## src/rtl/sdram_arb_pkg.sv

```systemverilog
// rtl/sdram_arb_pkg.sv - shared defaults and state encoding for the SDRAM port arbiter
package sdram_arb_pkg;

  localparam int NUM_CH_DEF = 4;
  localparam int ADDR_W_DEF = 24;
  localparam int LEN_W_DEF  = 10;

  typedef logic [1:0] arb_state_t;

  localparam arb_state_t S_IDLE = 2'd0;
  localparam arb_state_t S_REQ  = 2'd1;
  localparam arb_state_t S_XFER = 2'd2;
  localparam arb_state_t S_DONE = 2'd3;

endpackage

```

## src/rtl/sdram_addr_gen.sv

```systemverilog
// rtl/sdram_addr_gen.sv - one channel's burst address register with reload and wrap
module sdram_addr_gen import sdram_arb_pkg::*; #(
  parameter int ADDR_W = ADDR_W_DEF,
  parameter int LEN_W  = LEN_W_DEF
) (
  input  logic              clk,
  input  logic              rst,
  input  logic              load,
  input  logic              owner,
  input  logic              done,
  input  logic [ADDR_W-1:0] min_addr,
  input  logic [ADDR_W-1:0] max_addr,
  input  logic [LEN_W-1:0]  len,
  output logic [ADDR_W-1:0] addr
);

  logic              load_pend;
  logic [ADDR_W:0]   next_addr;
  logic [ADDR_W+1:0] next_end;
  logic              wrap;

  assign next_addr = {1'b0, addr} + (ADDR_W+1)'(len);
  // next > max - len, rearranged so a length larger than max cannot underflow
  assign next_end  = (ADDR_W+2)'(next_addr) + (ADDR_W+2)'(len);
  assign wrap      = next_end > (ADDR_W+2)'(max_addr);

  always_ff @(posedge clk) begin
    if (rst) begin
      addr      <= min_addr;
      load_pend <= 1'b0;
    end else if (done) begin
      if (load_pend || load || wrap)
        addr <= min_addr;
      else
        addr <= next_addr[ADDR_W-1:0];
      load_pend <= 1'b0;
    end else if (load) begin
      // the owner's burst address must stay put until the burst completes
      if (owner)
        load_pend <= 1'b1;
      else
        addr <= min_addr;
    end
  end

endmodule

```

## src/rtl/sdram_port_arbiter.sv

```systemverilog
// rtl/sdram_port_arbiter.sv - round-robin arbiter of user channels onto one SDRAM controller
// Define SDRAM_ARB_PRIO_EN to give channel 0 absolute priority in arbitration.
module sdram_port_arbiter import sdram_arb_pkg::*; #(
  parameter int                NUM_CH  = NUM_CH_DEF,
  parameter int                ADDR_W  = ADDR_W_DEF,
  parameter int                LEN_W   = LEN_W_DEF,
  parameter logic [NUM_CH-1:0] WR_MASK = NUM_CH'(4'b0011)
) (
  input  logic                     clk,
  input  logic                     rst,
  input  logic                     sdram_init_done,
  input  logic [NUM_CH-1:0]        ch_req,
  input  logic [NUM_CH-1:0]        ch_load,
  input  logic [NUM_CH*ADDR_W-1:0] ch_min_addr,
  input  logic [NUM_CH*ADDR_W-1:0] ch_max_addr,
  input  logic [NUM_CH*LEN_W-1:0]  ch_len,
  output logic                     sdram_wr_req,
  output logic                     sdram_rd_req,
  input  logic                     sdram_wr_ack,
  input  logic                     sdram_rd_ack,
  output logic [ADDR_W-1:0]        sdram_addr_o,
  output logic [LEN_W-1:0]         sdram_len_o,
  output logic [NUM_CH-1:0]        ch_grant,
  output logic [NUM_CH-1:0]        ch_ack
);

  localparam int CH_W = (NUM_CH > 1) ? $clog2(NUM_CH) : 1;

  arb_state_t        state;
  logic [NUM_CH-1:0] grant_q;
  logic [NUM_CH-1:0] eligible;
  logic [CH_W-1:0]   owner;
  logic [CH_W-1:0]   last_grant;
  logic [CH_W-1:0]   pick;
  logic              found;
  logic              match_ack;
  logic [ADDR_W-1:0] addr_q;
  logic [LEN_W-1:0]  len_q;
  logic [ADDR_W-1:0] ch_addr [NUM_CH];
  logic [LEN_W-1:0]  len_a   [NUM_CH];

  for (genvar g = 0; g < NUM_CH; g++) begin : g_ch
    assign len_a[g]    = ch_len[g*LEN_W +: LEN_W];
    assign eligible[g] = ch_req[g] && (len_a[g] != '0);

    sdram_addr_gen #(
      .ADDR_W (ADDR_W),
      .LEN_W  (LEN_W)
    ) u_addr_gen (
      .clk      (clk),
      .rst      (rst),
      .load     (ch_load[g]),
      .owner    (grant_q[g]),
      .done     ((state == S_DONE) && grant_q[g]),
      .min_addr (ch_min_addr[g*ADDR_W +: ADDR_W]),
      .max_addr (ch_max_addr[g*ADDR_W +: ADDR_W]),
      .len      (len_a[g]),
      .addr     (ch_addr[g])
    );
  end

  always_comb begin
    pick  = '0;
    found = 1'b0;
    for (int i = 1; i <= NUM_CH; i++) begin
      if (!found && eligible[(int'(last_grant) + i) % NUM_CH]) begin
        found = 1'b1;
        pick  = CH_W'((int'(last_grant) + i) % NUM_CH);
      end
    end
`ifdef SDRAM_ARB_PRIO_EN
    if (eligible[0])
      pick = '0;
`endif
  end

  assign match_ack = WR_MASK[owner] ? sdram_wr_ack : sdram_rd_ack;

  always_ff @(posedge clk) begin
    if (rst) begin
      state      <= S_IDLE;
      grant_q    <= '0;
      owner      <= '0;
      last_grant <= CH_W'(NUM_CH - 1);
      addr_q     <= '0;
      len_q      <= '0;
    end else begin
      case (state)
        S_IDLE: begin
          if (sdram_init_done && (|eligible)) begin
            grant_q <= NUM_CH'(1) << pick;
            owner   <= pick;
            addr_q  <= ch_addr[pick];
            len_q   <= len_a[pick];
            state   <= S_REQ;
          end
        end
        S_REQ:  if (match_ack)  state <= S_XFER;
        S_XFER: if (!match_ack) state <= S_DONE;
        default: begin
`ifdef SDRAM_ARB_PRIO_EN
          // priority wins by channel 0 leave the round-robin pointer alone
          if (owner != '0)
            last_grant <= owner;
`else
          last_grant <= owner;
`endif
          grant_q <= '0;
          state   <= S_IDLE;
        end
      endcase
    end
  end

  // outputs are forced low for every cycle rst is high, not just after the edge
  assign sdram_wr_req = !rst && (state == S_REQ) && WR_MASK[owner];
  assign sdram_rd_req = !rst && (state == S_REQ) && !WR_MASK[owner];
  assign ch_ack       = (!rst && (state == S_XFER) && match_ack) ? grant_q : '0;
  assign ch_grant     = rst ? '0 : grant_q;
  assign sdram_addr_o = rst ? '0 : addr_q;
  assign sdram_len_o  = rst ? '0 : len_q;

endmodule

```

## config.mk

```make
export PLATFORM = sky130hd
export DESIGN_NAME = sdram_port_arbiter
export DESIGN_NICKNAME = d
export VERILOG_FILES = /design/src/rtl/sdram_arb_pkg.sv /design/src/rtl/sdram_addr_gen.sv /design/src/rtl/sdram_port_arbiter.sv
export SDC_FILE = /design/constraint.sdc
export NUM_CORES = 1
export LEC_CHECK = 0
export ABC_AREA = 1
export CORE_MARGIN = 3
export CORE_UTILIZATION = 50
export CTS_CLUSTER_SIZE = 8
export DETAILED_ROUTE_END_ITERATION = 7
export MAX_ROUTING_LAYER = met4
export PLACE_DENSITY = 0.76
export SYNTH_ARGS = -nofsm -noshare
export SYNTH_HDL_FRONTEND = slang
export SYNTH_SLANG_ARGS = --single-unit
```

## constraint.sdc

```tcl
create_clock -name clk -period 5.8 [get_ports clk]
set_input_delay 1.16 -clock clk [delete_from_list [all_inputs] [get_ports clk]]
set_output_delay 1.16 -clock clk [all_outputs]
set_load 0.02 [all_outputs]
```

* Yosys cells after proc, flatten, opt, wreduce, memory -nomap -nowiden
Cells that the tools add are included.
** Word-level totals
- Memories kept :: 0
- Logic and storage cells :: 172
- Register bits :: 144
- Output and inout bits :: 44
- Bits in latches :: 0
- Bits in read-only memories :: 0
- RAM bits :: 0
- Input port bits :: 245
** Cells by class
- Order comparisons :: 10
- $mul :: 0
- Muxes and demuxes :: 58
- Reduce and logical (&&, ||, !) cells :: 61
- Shift-type cells :: 1
- Div/mod/pow operators :: 0
- Bitwise operators :: 6
- Add/sub/neg operators :: 12
- Eq/ne operators :: 10
** Operators by type and width (number)
- $mux 24 :: 23
- $add 25x10->26 :: 4
- $gt 26x24->1 :: 4
- $add 24x10->25 :: 4
- $bmux 24 s2 :: 1
- $reduce_bool 10->1 :: 4
- $mux 10 :: 3
- $bmux 10 s2 :: 1
- $reduce_and 2->1 :: 10
- $reduce_or 2->1 :: 9
- $logic_and 1x1->1 :: 17
- $lt 3x4->1 const B :: 4
- $mux 2 :: 7
- $mux 1 :: 13
- $mux 4 :: 3
- $ne 3x2->1 const B :: 4
- $reduce_bool 3->1 :: 4
- $bmux 1 s2 :: 5
- $logic_or 1x1->1 :: 8
- $pmux 4 s2 :: 1
- $ne 2x2->1 const B :: 3
- $pmux 2 s3 :: 1
- $logic_not 1->1 :: 5
- $add 2x1->2 const B :: 2
- 13 further kinds :: 18

* Depth between registers and ports, before layout
Gate-level depths: netlist of run 1.
- Depth after elaboration :: 20
- Depth in mapped cells :: 36
- Gate-level depth less buffers :: 35

* By module
A second synthesis of run 1 with hierarchy kept.
** Second synthesis, totals
- Cells, all modules :: 3083
- Area total of the unflattened synthesis :: 19187.2 µm²
** Modules (own cells, without submodules)
- sdram_addr_gen (g_ch[1].u_addr_gen ...) :: area an instance 3806.2 µm², instances 3, cells each 583, seq. area each 740.7 µm²
- sdram_port_arbiter :: area an instance 3973.8 µm², instances 1, cells each 732, seq. area each 880.8 µm²
- sdram_addr_gen (g_ch[0].u_addr_gen) :: area an instance 3794.9 µm², instances 1, cells each 602, seq. area each 740.7 µm²

* Worst setup path after synthesis of run 1
OpenSTA, ideal clock, no wires.
- Kind :: input-to-reg
- From :: input port ch_len[20]
- To :: register g_ch[2].u_addr_gen.addr[10] (data pin)
- Stages :: 33
- Data arrival time :: 5.502 ns
- Path slack :: 0.045 ns
- Library setup time :: 0.253 ns
- Buffers on the path :: 1
- Required time :: 5.547 ns
- Cells stage by stage :: ha_1 -> fa_1 -> nand2_1 -> inv_2 -> nand2_1 -> nand2_1 -> xor2_1 -> ha_1 -> nand2_1 -> inv_1 -> a21oi_1 -> nand3b_1 -> o21ai_0 -> nand2_1 -> nand2_1 -> nand2_1 -> nor2_1 -> nand2_1 -> nor2_1 -> xor2_1 -> ha_1 -> a21o_1 -> nor3_1 -> nand2_1 -> nand2_1 -> nand2_1 -> nand2_1 -> nand2_1 -> a21oi_1 -> nand3_4 -> buf_6 -> nand2_1 -> nand2_1
** Between the ends
- Word-level cells in the longest chain between the ends :: 7
** RTL lines
- from (decl) :: line sdram_port_arbiter.sv:16 : input logic [NUM_CH*LEN_W-1:0] ch_len,
- $add 24x10->25 :: line sdram_addr_gen.sv:22 : assign next_addr = {1'b0, addr} + (ADDR_W+1)'(len);
- $add 25x10->26 :: line sdram_addr_gen.sv:24 : assign next_end = (ADDR_W+2)'(next_addr) + (ADDR_W+2)'(len);
- $gt 26x24->1 :: line sdram_addr_gen.sv:25 : assign wrap = next_end > (ADDR_W+2)'(max_addr);
- $logic_or 1x1->1 :: line sdram_addr_gen.sv:32 : if (load_pend || load || wrap)
- $mux 24 * :: line sdram_addr_gen.sv:32
- $mux 24 * :: line sdram_addr_gen.sv:31 : end else if (done) begin
- $mux 24 * :: line sdram_addr_gen.sv:28 : if (rst) begin
- to (signal assigned) :: line sdram_addr_gen.sv:29 : addr <= min_addr;
- to (signal assigned) :: line sdram_addr_gen.sv:33 : addr <= min_addr;
- to (signal assigned) :: line sdram_addr_gen.sv:35 : addr <= next_addr[ADDR_W-1:0];
- to (decl) :: line sdram_addr_gen.sv:14 : output logic [ADDR_W-1:0] addr
Every way passes the cells marked *; elsewhere a longest branch is shown, timed or not.
A chain may end at the register's enable or synchronous reset.

* Worst setup path in the final report of run 1
- From :: input port ch_len[30]
- To :: register g_ch[3].u_addr_gen.addr[9] (data pin)
** Between the ends
- Word-level cells in the longest chain between the ends :: 7
** RTL lines (line)
- $add 24x10->25 :: sdram_addr_gen.sv:22
- $add 25x10->26 :: sdram_addr_gen.sv:24
- $gt 26x24->1 :: sdram_addr_gen.sv:25
- $logic_or 1x1->1 :: sdram_addr_gen.sv:32
- $mux 24 * :: sdram_addr_gen.sv:32
- $mux 24 * :: sdram_addr_gen.sv:31
- $mux 24 * :: sdram_addr_gen.sv:28
- to (signal assigned) :: sdram_addr_gen.sv:29
- to (signal assigned) :: sdram_addr_gen.sv:33
- to (signal assigned) :: sdram_addr_gen.sv:35
- to (decl) :: sdram_addr_gen.sv:14
Marked as above.

==> run summary, run 1 <==
Final setup fails -> 0
Share of cells above drive strength 1 -> 0.1826
Multi-input logic area -> 12700 um2
Max-cap violation count -> 0
Netlist Area Pre-Place -> 17390 um2
Via count -> 20730
Port-buffer cells -> 288
Share of power burned in the clock network -> 0.171
Final ANT Viol Nets -> 0
Fin crit share -> 0.9859
Yosys cell types -> 51
CP max FO -> 6
# fillers -> 2775
Post-synthesis cell count -> 2692
Post-layout total power -> 6.760 mW
CP Launch Type -> primary input
Hold Path Class -> reg -> reg
EDFF count, synth -> 96
Drt total wl -> 67790 um
Vert. Die Dim -> 192.5 um
Most frequent cells in the layout -> nand2_1, inv_1, buf_4
Clock slew at reported path FFs -> 70 ps
TritonCTS clock tree -> done
Die footprint -> 37040 um2
Final Hold Vio Count -> 0
Critical Path RT -> 6000 ps
Io pins -> 289
Power per Cell Area -> 271.9 nW/um2
Tightest Pin Transition -> 1148 ps
LEAKAGE -> 12.44 nW
Initial core utilization -> 0.5133
Fmax -> 174.9 MHz
Global route overflow -> 0
Crit path depth -> 30
Crit path arrival time -> 5920 ps
CP max stage delay -> 430 ps
Slew Viols, Final -> 0
YS warnings -> 0
Yosys top cell area share -> 0.1783
Post-route DRC -> 0
Routability-driven placement congestion ratio -> 1.017
Slew HR -> 0.2326
Sw Ratio -> 0.4498
Synthesized Nets -> 3125
Worst Skew -> 11.99 ps
FP Rows -> 67
Combinational fraction of design power -> 0.618
Synth top area cells -> nand2_1, edfxtp_1, ha_1, inv_1, nand3_1
Global Route Usage Sum -> 0.3556
Via density per instance -> 5.533
Clock Latency Late Sink -> 450 ps
Post-synth top area cell -> nand2_1
Post-layout util -> 0.7343
Vias in the first global route -> 19760
Iter 0 DRT Violations -> 1863
Maximum clock path buffer count -> 2
Switching power -> 3.041 mW
Setup CP Type -> in -> reg
Buffers and inverters on the worst path -> 5
Synthesis-to-finish area growth -> 43.04%
#FFs+latches synth -> 144
CTS Sinks -> 144
Flop pwr share -> 0.211
Post-synth top flop -> edfxtp_1
Outcome -> complete, no violations
CTS buffer count -> 17
Cell depth of the worst flop-to-flop path -> 37
Hold depth -> 2
Final net count -> 3717
Largest net degree at the start of global routing -> 54
Antenna violations before repair -> 1
Core area -> 33870 um2
Per-cell routed wire length -> 18.10 um
Min Tclk post-route -> 5718 ps
Critical Path Sink Type -> flip-flop
FFs w/ async S/R, synth -> 0
Int Pwr -> 3.719 mW
Register Area -> 3844 um2
Seq/Total Area, Yosys -> 0.2211
Worst path most repeated cell -> nand2_1
Avg Cell Area, Syn -> 6.458 um2
Commonest non-fill, non-tap cell in the layout -> nand2_1
Critical-path top delay cell -> clkdlybuf4s50_1
Kind of cell adding the most delay to the critical path -> adder cells
Chip Width -> 192.5 um
Clk root buf -> clkbuf_16
TritonRoute pass-1 iters -> 6
Dpl hpwl -> 53480 um
Maximum vdd drop -> 0.2437 mV
CTS H-tree depth -> 4
First-pass GRT wire length -> 101600 um
-- cell type report --
cell class	instances	area share
clock inverter	10	0.003824
clock buffer	22	0.01997
multi-input combinational	2098	0.5109
timing repair buffer	642	0.2306
antenna	1	0.0001006
inverter	381	0.05751
sequential	144	0.1546
tap	448	0.02254
-- metal layers --
metal / track usage / share of wire / vias up
met2: 0.5769 / 0.47 / 1040
li1: - / - / 9985
met3: 0.05177 / 0.087 / 178
met5: - / 0 / -
met4: 0.1101 / 0.035 / 0
met1: 0.4601 / 0.41 / 9524
-- power groups by stage --
stage	Sequential (mW)	Clock, mW	Combinational (mW)
detailed placement	1.44	0	3.83
global placement	1.43	0	3.73
global route	1.44	1.20	4.59
CTS	1.41	1.15	3.89
floorplan	1.36	0	2.34
finish	1.43	1.16	4.18
-- synthesized netlist by cell type (all sizes together) (7+ instances only) --
cell and instances:
clkbuf 44, nor4 10, ha 180, a21o 7, xor2 111, edfxtp 96, nor2 246, nand4 119
dfxtp 48, or2 8, o21ai 65, nor3 39, buf 31, fa 8, a21oi 143, inv 381
o211ai 8, xnor2 29, nand2 834, a21boi 8, o21a 7, nand3 240
-- kinds of logic after synthesis --
logic type	Yosys count	share of synthesized area
XOR/XNOR	140	0.07442
AND/OR/NAND/NOR	1507	0.3797
adder cells (fa/ha/maj)	188	0.1388
buffers and inverters	456	0.1046
flip-flops	144	0.2211
multiplexers	1	0.0005758
AO/OA/AOI/OAI	256	0.08089
-- registers in the layout, indices dropped and copies added (netlist names) --
name	cells
last_grant	2
g_ch.u_addr_gen.load_pend	4
state	2
len_q	10
owner	2
addr_q	24
grant_q	4
g_ch.u_addr_gen.addr	96
-- per-stage QoR --
stage / hold slack [ps] / setup TNS (ps) / area [um2] / cells / worst slack, ps
finish: 478.8 / 0 / 24870 / 3746 / 81.84
CTS: 478.7 / -9.558 / 23800 / 3725 / -9.558
floorplan: 436.7 / 0 / 17390 / 2692 / 44.74
global placement: 447.7 / -38140 / 22970 / 3684 / -732.3
detailed placement: 463.4 / -53980 / 22970 / 3684 / -820.4
global route: 512.5 / -8501 / 24870 / 3746 / -200.2
-- repair_timing --
| action | in CTS | in global routing |
|---|---|---|
| setup buffers | 5 | 14 |
| hold endpoints to repair | 0 | 0 |
| hold buffers | 0 | 0 |
| gates cloned | 4 | 6 |
| pin swaps | 7 | 62 |
| setup endpoints to repair | 72 | 96 |
| gates resized for setup | 31 | 180 |
-- worst register-to-register path, delay by kind of cell (launching register included) --
family | cells | cell delay, ps
AO/OA/AOI/OAI | 4 | 510
XOR/XNOR | 2 | 310
adder cells (fa/ha/maj) | 4 | 1200
buffers and inverters | 5 | 610
flip-flops | 1 | 530
AND/OR/NAND/NOR | 22 | 1930
-- final timing paths --
check	from	end	slack, ps
max	ch_len[30]	g_ch[3].u_addr_gen.addr[9]$_DFFE_PP_	80
min	g_ch[2].u_addr_gen.load_pend$_SDFFE_PP0P_	g_ch[2].u_addr_gen.load_pend$_SDFFE_PP0P_	480
max reg2reg	g_ch[2].u_addr_gen.addr[0]$_DFFE_PP_	g_ch[2].u_addr_gen.addr[11]$_DFFE_PP_	450
min reg2reg	g_ch[2].u_addr_gen.load_pend$_SDFFE_PP0P_	g_ch[2].u_addr_gen.load_pend$_SDFFE_PP0P_	480
(Power assumes the default switching activity.)
==> inputs of run 2 (changes only) <==
--- a/config.mk
+++ b/config.mk
@@ -8,7 +8,6 @@
 export ABC_AREA = 1
 export CORE_MARGIN = 3
 export CORE_UTILIZATION = 50
-export CTS_CLUSTER_SIZE = 8
 export DETAILED_ROUTE_END_ITERATION = 7
 export MAX_ROUTING_LAYER = met4
 export PLACE_DENSITY = 0.76
==> results of run 2 <==
Final layout, timing and power as in run 1 (identical DEF).
==> inputs of run 3 (changes only) <==
--- a/config.mk
+++ b/config.mk
@@ -14,3 +14,4 @@
 export SYNTH_ARGS = -nofsm -noshare
 export SYNTH_HDL_FRONTEND = slang
 export SYNTH_SLANG_ARGS = --single-unit
+export TNS_END_PERCENT = 20
==> run 3 against run 2 <==
Net effect:
- die area unchanged
- utilization is essentially flat
- first-iteration DRC count rose by 4.0%
- sequential share of layout area is essentially flat
- critical endpoint unchanged
- register-to-register slack about the same
- global-route usage is essentially flat
- worst setup slack got worse by 32 ps
- power about the same
- critical path depth did not move
- routed wire length is essentially flat
- maximum frequency down 0.56%
==> run summary, run 3 (synthesis results as in run 1) <==
Fin crit share -> 0.9915 (+0.005573)
Power per Cell Area -> 271.7 nW/um2 (about the same)
Drt total wl -> 67790 um (about the same)
Tightest Pin Transition -> 1103 ps (-44.31 ps)
Int Pwr -> 3.718 mW (about the same)
Flop2flop setup slack -> 460 ps (about the same)
Port-buffer cells -> 288 (unchanged)
Cell depth of the worst flop-to-flop path -> 37 (unchanged)
End of the critical path -> g_ch[3].u_addr_gen.addr[9]$_DFFE_PP_
Most frequent cells in the layout -> nand2_1, inv_1, buf_4
Multi-input logic area -> 12700 um2 (unchanged)
CP Launch Type -> primary input
CTS Sinks -> 144 (unchanged)
Global route overflow -> 0 (unchanged)
CP max FO -> 6 (unchanged)
Critical Path RT -> 6000 ps (about the same)
RR Endpoint -> g_ch[2].u_addr_gen.addr[11]$_DFFE_PP_
Setup ws final -> 49.52 ps (-32.32 ps)
Switching power -> 3.037 mW (-0.12%)
First-pass GRT wire length -> 101500 um (about the same)
Final net count -> 3716 (-0.027%)
CTS H-tree depth -> 4 (unchanged)
Largest net degree at the start of global routing -> 54 (unchanged)
Reg2reg start -> g_ch[2].u_addr_gen.addr[0]$_DFFE_PP_
Global Route Usage Sum -> 0.3555 (about the same)
Clk root buf -> clkbuf_16
Combinational fraction of design power -> 0.617 (about the same)
Hold-fix buffers at CTS -> 0 (unchanged)
Worst path most repeated cell -> nand2_1
Flop pwr share -> 0.211 (about the same)
Biggest regs -> g_ch.u_addr_gen.addr: 96 flops, addr_q: 24 flops, len_q: 10 flops
Chip Width -> 192.5 um (unchanged)
Post-route DRC -> 0 (unchanged)
Worst hold margin -> 478.8 ps (+0.02500 ps)
Antenna violations before repair -> 1 (unchanged)
Critical-path top delay cell -> clkdlybuf4s50_1
Dpl ws -> -820.4 ps (unchanged)
CP max stage delay -> 430 ps (about the same)
Register Area -> 3844 um2 (unchanged)
Largest register FFs -> 96 (unchanged)
Final Hold Vio Count -> 0 (unchanged)
Share of cells above drive strength 1 -> 0.1823 (-0.0002480)
Worst Skew -> 11.07 ps (-0.9129 ps)
Core area -> 33870 um2 (unchanged)
Slew HR -> 0.2623 (+0.02962)
Die footprint -> 37040 um2 (unchanged)
Largest Register -> g_ch.u_addr_gen.addr
Clock slew at reported path FFs -> 70 ps (about the same)
Via count -> 20790 (+0.28%)
Fmax -> 173.9 MHz (-0.56%)
CTS buffer count -> 17 (unchanged)
Via density per instance -> 5.550 (+0.31%)
Outcome -> complete, no violations
FP Rows -> 67 (unchanged)
Max-cap violation count -> 0 (unchanged)
Slew Viols, Final -> 0 (unchanged)
Setup_tns -> 0 ps (unchanged)
Setup CP Type -> in -> reg
Share of power burned in the clock network -> 0.172 (about the same)
Crit path arrival time -> 5950 ps (+30 ps)
Final setup fails -> 0 (unchanged)
Initial core utilization -> 0.5133 (unchanged)
Io pins -> 289 (unchanged)
Clock Latency Late Sink -> 440 ps (about the same)
Vert. Die Dim -> 192.5 um (unchanged)
Final ANT Viol Nets -> 0 (unchanged)
TritonCTS clock tree -> done
Maximum vdd drop -> 0.2436 mV (about the same)
LEAKAGE -> 12.44 nW (about the same)
Critical Path Sink Type -> flip-flop
Sw Ratio -> 0.4496 (about the same)
Dpl hpwl -> 53480 um (unchanged)
Hold Path Class -> reg -> reg
Commonest non-fill, non-tap cell in the layout -> nand2_1
Per-cell routed wire length -> 18.10 um (about the same)
Maximum clock path buffer count -> 2 (unchanged)
Iter 0 DRT Violations -> 1938 (+4.0%)
TritonRoute pass-1 iters -> 8 (+2)
Routability-driven placement congestion ratio -> 1.017 (unchanged)
# fillers -> 2774 (-0.036%)
Min Tclk post-route -> 5750 ps (+32.32 ps)
Synthesis-to-finish area growth -> 42.99% (about the same)
CP startpoint -> ch_len[30]
Vias in the first global route -> 19760 (unchanged)
run 3: power groups by stage:
| stage | sequential, mW | combinational [mW] | clock, mW |
|---|---|---|---|
| after floorplan | 1.36 | 2.34 | 0 |
| after global placement | 1.43 | 3.73 | 0 |
| after detailed placement | 1.44 | 3.83 | 0 |
| after CTS | 1.41 | 3.88 | 1.15 |
| after global routing | 1.44 | 4.58 | 1.20 |
| final | 1.43 | 4.17 | 1.16 |
run 3: what timing repair did:
action	CTS	global route
hold endpoints to repair	0	0
buffers inserted	4	14
cloned	4	6
pin swaps	6	62
resized for setup	29	182
endpoints found under the setup margin	72	96
run 3: how the worst min path moves through the flow:
stage	startpoint	end	slack, ps	cells past startpoint
2_1_floorplan	g_ch[0].u_addr_gen.load_pend$_SDFFE_PP0P_	g_ch[0].u_addr_gen.load_pend$_SDFFE_PP0P_	440	2
3_3_place_gp	g_ch[2].u_addr_gen.load_pend$_SDFFE_PP0P_	g_ch[2].u_addr_gen.load_pend$_SDFFE_PP0P_	450	2
3_5_place_dp	g_ch[2].u_addr_gen.load_pend$_SDFFE_PP0P_	g_ch[2].u_addr_gen.load_pend$_SDFFE_PP0P_	460	2
4_1_cts	g_ch[2].u_addr_gen.load_pend$_SDFFE_PP0P_	g_ch[2].u_addr_gen.load_pend$_SDFFE_PP0P_	480	2
5_1_grt	g_ch[2].u_addr_gen.load_pend$_SDFFE_PP0P_	g_ch[2].u_addr_gen.load_pend$_SDFFE_PP0P_	510	2
6_report	g_ch[2].u_addr_gen.load_pend$_SDFFE_PP0P_	g_ch[2].u_addr_gen.load_pend$_SDFFE_PP0P_	480	2
run 3: layout make-up:
type | instances | share of cell area
diodes | 1 | 0.0001007
clock buffers | 22 | 0.01998
clock inverters | 10 | 0.003825
inverters | 381 | 0.05753
multi-input cells | 2098 | 0.5110
flip-flops and latches | 144 | 0.1546
well taps | 448 | 0.02255
repair buffers | 641 | 0.2304
run 3: worst max-delay path: cells and delay by family:
| kind | cells | cell delay [ps] |
|---|---|---|
| simple gates | 11 | 1160 |
| buf+inv | 5 | 1010 |
| xor+xnor | 2 | 330 |
| fa+ha+maj | 4 | 1220 |
| compound gates | 8 | 1050 |
run 3: metrics by stage:
stage / cell area (um2) / power (mW) / cells / utilization
final: 24860 / 6.755 / 3745 / 0.7340
after CTS: 23790 / 6.449 / 3724 / 0.7024
after floorplan: 17390 / 3.704 / 2692 / -
after global routing: 24860 / 7.218 / 3745 / 0.7340
after detailed placement: 22970 / 5.266 / 3684 / 0.6782
after global placement: 22970 / 5.158 / 3684 / 0.6782
run 3: layer usage:
layer	vias to the layer above	share of wire	wire [um]	global-route usage
met5	-	0	0	-
met4	0	0.033	2233	0.1098
met3	164	0.087	5918	0.05177
met2	1022	0.47	31630	0.5768
met1	9614	0.41	28000	0.4601
li1	9986	-	-	-
